## src/rtl/round_ctrl.sv

```systemverilog
// round_ctrl: quiz-round sequencer. Arms a countdown timer, waits for an
// answer or a timer expiry, flags the outcome for one cycle, accumulates a
// time-bonus score and stops after MAX_ROUNDS rounds until reset.
module round_ctrl #(
  parameter int MAX_ROUNDS = 10,
  parameter int TIMER_MAX  = 5
) (
  input  logic       clk,
  input  logic       reset,
  input  logic       start_round,
  input  logic       answer_valid,
  input  logic       answer_correct,
  input  logic [2:0] timer_out,
  output logic       timer_start,
  output logic       round_active,
  output logic       correct_pulse,
  output logic       wrong_pulse,
  output logic       timeout_pulse,
  output logic [7:0] score,
  output logic [3:0] rounds_played,
  output logic       game_over
);

  typedef enum logic [2:0] {
    S_IDLE   = 3'd0,
    S_ARM    = 3'd1,
    S_RUN    = 3'd2,
    S_RESULT = 3'd3,
    S_OVER   = 3'd4
  } state_t;

  localparam logic [2:0] TMAX_3     = 3'(TIMER_MAX);
  localparam logic [3:0] MAX_ROUNDS_4 = 4'(MAX_ROUNDS);

  state_t     state_q, state_d;
  logic       timer_start_q, timer_start_d;
  logic       round_active_q, round_active_d;
  logic       correct_pulse_q, correct_pulse_d;
  logic       wrong_pulse_q, wrong_pulse_d;
  logic       timeout_pulse_q, timeout_pulse_d;
  logic [7:0] score_q, score_d;
  logic [3:0] rounds_played_q, rounds_played_d;
  logic       game_over_q, game_over_d;
  logic       decide;

  // Bonus for a correct answer: one point plus the remaining time, clamped.
  function automatic logic [3:0] round_bonus(input logic [2:0] t);
    logic [2:0] c;
    c = (t > TMAX_3) ? TMAX_3 : t;
    return 4'd1 + {1'b0, c};
  endfunction

  // 9-bit add that pins the score at 255 instead of wrapping.
  function automatic logic [7:0] sat_add(input logic [7:0] s, input logic [3:0] b);
    logic [8:0] sum;
    sum = {1'b0, s} + {5'b0, b};
    return sum[8] ? 8'hFF : sum[7:0];
  endfunction

  // State and registered outputs; reset wins over everything.
  always_ff @(posedge clk) begin
    if (reset) begin
      state_q         <= S_IDLE;
      timer_start_q   <= 1'b0;
      round_active_q  <= 1'b0;
      correct_pulse_q <= 1'b0;
      wrong_pulse_q   <= 1'b0;
      timeout_pulse_q <= 1'b0;
      score_q         <= 8'd0;
      rounds_played_q <= 4'd0;
      game_over_q     <= 1'b0;
    end else begin
      state_q         <= state_d;
      timer_start_q   <= timer_start_d;
      round_active_q  <= round_active_d;
      correct_pulse_q <= correct_pulse_d;
      wrong_pulse_q   <= wrong_pulse_d;
      timeout_pulse_q <= timeout_pulse_d;
      score_q         <= score_d;
      rounds_played_q <= rounds_played_d;
      game_over_q     <= game_over_d;
    end
  end

  // Next-state logic; an answer in RUN takes precedence over timer expiry.
  always_comb begin
    state_d = state_q;
    case (state_q)
      S_IDLE:   if (start_round) state_d = S_ARM;
      S_ARM:    state_d = S_RUN;
      S_RUN:    if (answer_valid || (timer_out == 3'd0)) state_d = S_RESULT;
      // rounds_played_q already holds the count including this round
      S_RESULT: state_d = (rounds_played_q == MAX_ROUNDS_4) ? S_OVER : S_IDLE;
      S_OVER:   state_d = S_OVER;
      default:  state_d = S_IDLE;
    endcase
  end

  // Output next values, computed from the state being entered so the
  // registered outputs line up with that state's cycle.
  always_comb begin
    decide          = (state_q == S_RUN) && (answer_valid || (timer_out == 3'd0));
    timer_start_d   = (state_d == S_ARM) || (state_d == S_RUN);
    round_active_d  = (state_d == S_ARM) || (state_d == S_RUN);
    correct_pulse_d = (state_q == S_RUN) && answer_valid && answer_correct;
    wrong_pulse_d   = (state_q == S_RUN) && answer_valid && !answer_correct;
    timeout_pulse_d = (state_q == S_RUN) && !answer_valid && (timer_out == 3'd0);
    score_d         = correct_pulse_d ? sat_add(score_q, round_bonus(timer_out)) : score_q;
    rounds_played_d = decide ? rounds_played_q + 4'd1 : rounds_played_q;
    game_over_d     = (state_d == S_OVER);
  end

  assign timer_start   = timer_start_q;
  assign round_active  = round_active_q;
  assign correct_pulse = correct_pulse_q;
  assign wrong_pulse   = wrong_pulse_q;
  assign timeout_pulse = timeout_pulse_q;
  assign score         = score_q;
  assign rounds_played = rounds_played_q;
  assign game_over     = game_over_q;

endmodule

```

## config.mk

```make
export PLATFORM = sky130hd
export DESIGN_NAME = round_ctrl
export DESIGN_NICKNAME = d
export VERILOG_FILES = /design/src/rtl/round_ctrl.sv
export SDC_FILE = /design/constraint.sdc
export NUM_CORES = 1
export LEC_CHECK = 0
export CORE_ASPECT_RATIO = 0.8
export CORE_MARGIN = 2
export CORE_UTILIZATION = 42
export DETAILED_ROUTE_END_ITERATION = 8
export PLACE_DENSITY = 0.77
export SYNTH_ARGS = -nofsm -noshare
export SYNTH_HDL_FRONTEND = slang
export SYNTH_SLANG_ARGS = --single-unit
export TNS_END_PERCENT = 100
```

## constraint.sdc

```tcl
create_clock -name clk -period 2 [get_ports clk]
set_clock_uncertainty 0.2 [all_clocks]
set_input_delay 0.4 -clock clk [delete_from_list [all_inputs] [get_ports clk]]
set_output_delay 0.4 -clock clk [all_outputs]
set_load 0.005 [all_outputs]
```

* Word level (Yosys, flattened, before mapping) *
Index checks and enable logic that the tools add are counted.

word-level totals
  register bits after elaboration = 20
  input bits = 8
  output and inout port bits = 18
  word-level logic and storage cells = 38

cells by class
  add/subtract/negate cells = 3
  order comparisons = 1
  eq/ne operators = 8
  multiplexer cells = 6
  reduce and logical (&&, ||, !) cells = 12

operators with widths
  cell                                                              count
  3-bit one-hot mux with 5 select lines                             1
  3-bit 2-to-1 mux                                                  4
  8-bit by 4-bit adder with 9-bit output                            1
  3-bit by 2-bit == test with 1-bit output (second input constant)  3
  8-bit 2-to-1 mux                                                  1
  3-bit by 1-bit == test with 1-bit output (second input constant)  2
  3-bit == test (second input constant)                             2
  1-bit logical AND                                                 6
  3-bit logical NOT                                                 2
  1-bit by 3-bit adder with 4-bit output (first input constant)     1
  4-bit by 1-bit adder with 4-bit output (second input constant)    1
  4-bit == test (second input constant)                             1
  3-bit > comparator (second input constant)                        1
  1-bit logical NOT                                                 2
  1-bit logical OR                                                  2

* Longest topological paths before layout *
  depth in word-level cells = 6
  gate-level depth with buffers = 8
  mapped depth without buffers = 8

* Least setup slack after synthesis *
Ideal clock, no wire load.

  path kind = input -> register
  start point = input port timer_out[2]
  end point = register score_q[6], in the netlist score[6]
  arrival time = 1775 ps
  slack = -107 ps
  stages = 8
  cells stage by stage = a21oi_1 ha_1 inv_1 fa_1 a21oi_1 nor3_2 a41oi_1 nor3_1

on the way
  word-level cells in the longest chain between the ends = 5

ends and longest elaborated chain
  element                                   RTL line  text
  from (decl)                               13        input logic [2:0] timer_out,
  3-bit > comparator                        49        c = (t > TMAX_3) ? TMAX_3 : t;
  3-bit 2-to-1 mux *                        49
  1-bit by 3-bit adder with 4-bit output *  50        return 4'd1 + {1'b0, c};
  8-bit by 4-bit adder with 9-bit output *  56        sum = {1'b0, s} + {5'b0, b};
  8-bit 2-to-1 mux *                        57        return sum[8] ? 8'hFF : sum[7:0];
  to (signal assigned)                      79        score_q <= score_d;
  to (decl)                                 41        logic [7:0] score_q, score_d;

Mark *: on every way between the ends. The rest lies on a longest branch, timed or not.
A chain may end at the register's enable or synchronous reset.

* Worst setup path after layout *
Ends and elaborated chain as after synthesis.

==> summary.md <==
| Metric | Value |
|---|---|
| Status | `completed` |
| H-tree levels | `1` |
| Worst setup margin | `0.0197 ns` |
| Port Buf Inserts | `25` |
| Setup CP Type | `in2reg` |
| Routed vias/inst | `5.55` |
| Max Freq | `0.505 GHz` |
| DP Cell Count | `156` |
| Met1 WL | `1.02 mm` |
| # diodes | `0` |
| Global Route Usage Sum | `0.178` |
| Initial antenna violation count | `0` |
| DRC errors left | `0` |
| Hold path depth | `2` |
| Layout cells sized above 1 | `0.222` |
| Vias | `888` |
| Syn nets | `116` |
| Hold_buf cts | `0` |
| Drt pass-1 iters | `4` |
| Placer Congestion | `0.915` |
| Main synth FF type | `dfxtp_1` |
| Commonest non-fill, non-tap cells in the layout | `22 x clkdlybuf4s50_1, 20 x dfxtp_1, 10 x a21oi_1, 9 x nor2_1, 8 x buf_4` |
| Slew headroom | `0.735` |
| Crit Path Max Fanout | `3` |
| Total core area | `2200 sq um` |
| HPWL Detailed | `1.61 mm` |
| Unrepaired setup endpoints after global routing | `yes` |
| Period utilization | `0.990` |
| Setup violations, final | `0` |
| Pin count of the biggest net entering global routing | `21` |
| Layout Utilization | `0.638` |
| Place WS | `-0.480 ns` |
| DR WL/cell | `14.2 microns` |
| Yosys warning count | `0` |
| TritonCTS clock tree | `done` |
| First-pass GRT wire length | `3.59 mm` |
| GRT overflow | `0` |
| Row count | `15` |
| Final setup TNS | `0 ns` |
| Commonest non-fill, non-tap cell in the layout | `clkdlybuf4s50_1` |
| Initial DRC Count | `17` |
| Clk buf depth | `2` |
| Antenna-violating nets left | `0` |
| Top Layer Used | `met4` |
| Power Density | `586 nW/um^2` |
| Final wirelength | `2.27 mm` |
| Pleak | `0.000510 uW` |
| Fin cells | `160` |
| Worst reg2reg startpoint | `score[0]$_SDFFE_PP0P_` |
| Reg2Reg Depth | `8` |
| Starting Density | `0.453` |
| Routed wl met3 | `144 microns` |
| Min Clock Period, post-route | `1.98 ns` |
| Max-cap viol count | `0` |
| Worst-Skew Late Latency | `0.31 ns` |
| Final Max Slew Viols | `0` |
| Die height | `47.5 microns` |
| CP endpoint | `score[6]$_SDFFE_PP0P_` |
| Register area share after synthesis | `0.403` |
| Worst vdd ir | `511 uV` |
| WP data required | `2.01 ns` |
| Synth Register Bits | `20` |
| Nets | `150` |
| Area Growth Syn to Fin | `40.9%` |
| CTS buffer count | `3` |
| Worst min-delay path class | `reg2reg` |
| Tightest Pin Transition | `0.397 ns` |
| Finished Cell Area | `1400 sq um` |
| Die Footprint | `2780 sq um` |
| Ys async rst share | `0` |
| Post-DP Area | `1330 sq um` |
| Clk slew on worst S/H paths | `0.12 ns` |
| Mapped cell area | `995 sq um` |
| FF-to-FF setup slack | `0.12 ns` |
| Type of origin of the critical path | `input pin` |
| Mapped Cells | `102` |
| CTS root buffer | `clkbuf_4` |
| Syn Area/Cell | `9.75 sq um` |
| Crit path capture type | `flip-flop` |
| Clock sink count | `20` |
| Worst setup path startpoint | `timer_out[2]` |
| Synth unique cells | `40` |
| Final hold violations | `0` |
| Met2 Wirelength | `1.08 mm` |
| I/O Pins | `26` |
| Critical R2R Capture | `score[6]$_SDFFE_PP0P_` |
| Post-synth EDFFs | `0` |
| Die width | `58.4 microns` |
| Via count of the first global-routing pass | `834` |
| Critical path data arrival time | `1.99 ns` |
## logic make-up (layout without fill, tap and decap cells)
group,count (synthesis),in the layout,share of synthesized area
adders and majority gates,6,6,0.0830
xor gates and xnor gates,7,7,0.0616
muxes,1,1,0.0101
and+or+nand+nor,32,32,0.205
buffers and inverters,11,44,0.0604
AOI/OAI and AO/OA,25,25,0.177
DFF,20,20,0.403
## state kept, by name, summed over array words and instances (netlist names)
| register | cells |
|---|---|
| state_q | 3 |
| correct_pulse | 1 |
| round_active | 1 |
| rounds_played | 4 |
| game_over | 1 |
| score | 8 |
| timeout_pulse | 1 |
| wrong_pulse | 1 |
## cells in the mapped netlist (all sizes together), types with 2 or more instances
| cell | number | share of area |
|---|---|---|
| nand3b | 2 | 0.015 |
| nor3b | 2 | 0.020 |
| a211oi | 3 | 0.035 |
| xor2 | 2 | 0.018 |
| nor3 | 6 | 0.035 |
| nor4b | 3 | 0.033 |
| o211ai | 2 | 0.015 |
| buf | 4 | 0.034 |
| clkbuf | 2 | 0.0075 |
| xnor2 | 5 | 0.044 |
| dfxtp | 20 | 0.40 |
| nor2 | 9 | 0.034 |
| nand4 | 2 | 0.013 |
| inv | 5 | 0.019 |
| nand3 | 2 | 0.015 |
| a21oi | 13 | 0.069 |
| ha | 5 | 0.063 |
## metal layers
metal  global-route usage  vias to the layer above
li1                     -                      435
met3               0.0703                        4
met2                0.315                       25
met4               0.0791                        0
met5                    0                        -
met1                0.194                      424
## power breakdown
group / switching [uW] / internal [uW] / leakage (uW) / total [uW]
sequential: 9.50 / 412 / 0.000162 / 421
combinational: 77.2 / 83.1 / 0.000327 / 160
clock: 129 / 111 / 0.0000210 / 240
total: 216 / 606 / 0.000510 / 822
## worst min path at each step
stage	from	endpoint
after global placement	rounds_played[3]$_SDFFE_PP0P_	rounds_played[3]$_SDFFE_PP0P_
after CTS	rounds_played[3]$_SDFFE_PP0P_	rounds_played[3]$_SDFFE_PP0P_
after detailed placement	rounds_played[3]$_SDFFE_PP0P_	rounds_played[3]$_SDFFE_PP0P_
after floorplan	answer_valid	timeout_pulse$_SDFF_PP0_
final	rounds_played[3]$_SDFFE_PP0P_	rounds_played[3]$_SDFFE_PP0P_
after global routing	timer_out[1]	timeout_pulse$_SDFF_PP0_
## what timing repair did
item,in CTS,in global routing
resized for setup,6,9
pin swaps,4,8
setup endpoints to repair,8,9
setup buffers,0,0
## critical path: stages
cell and delay (ns):
dlygate4sd2_1 0.25, a21oi_2 0.13, ha_2 0.20, inv_2 0.04
fa_2 0.39, a21oi_4 0.22, nor3_4 0.09, a41oi_2 0.20
nor3_1 0.06
## stage by stage
stage                     hold WS [ns]  total power [uW]
after floorplan                  0.277               519
after global placement           0.320               578
after detailed placement         0.326               584
after CTS                        0.353               825
after global routing             0.358               861
final                            0.348               822
## layout make-up
cell class / instances / area, sq um
clock buffers: 4 / 36.3
well taps: 25 / 31.3
repair buffers: 35 / 334
multi-input cells: 71 / 581
fillers: 178 / 795
flip-flops and latches: 20 / 400
inverters: 5 / 18.8
Note: power is estimated with default switching activity, not from simulation.
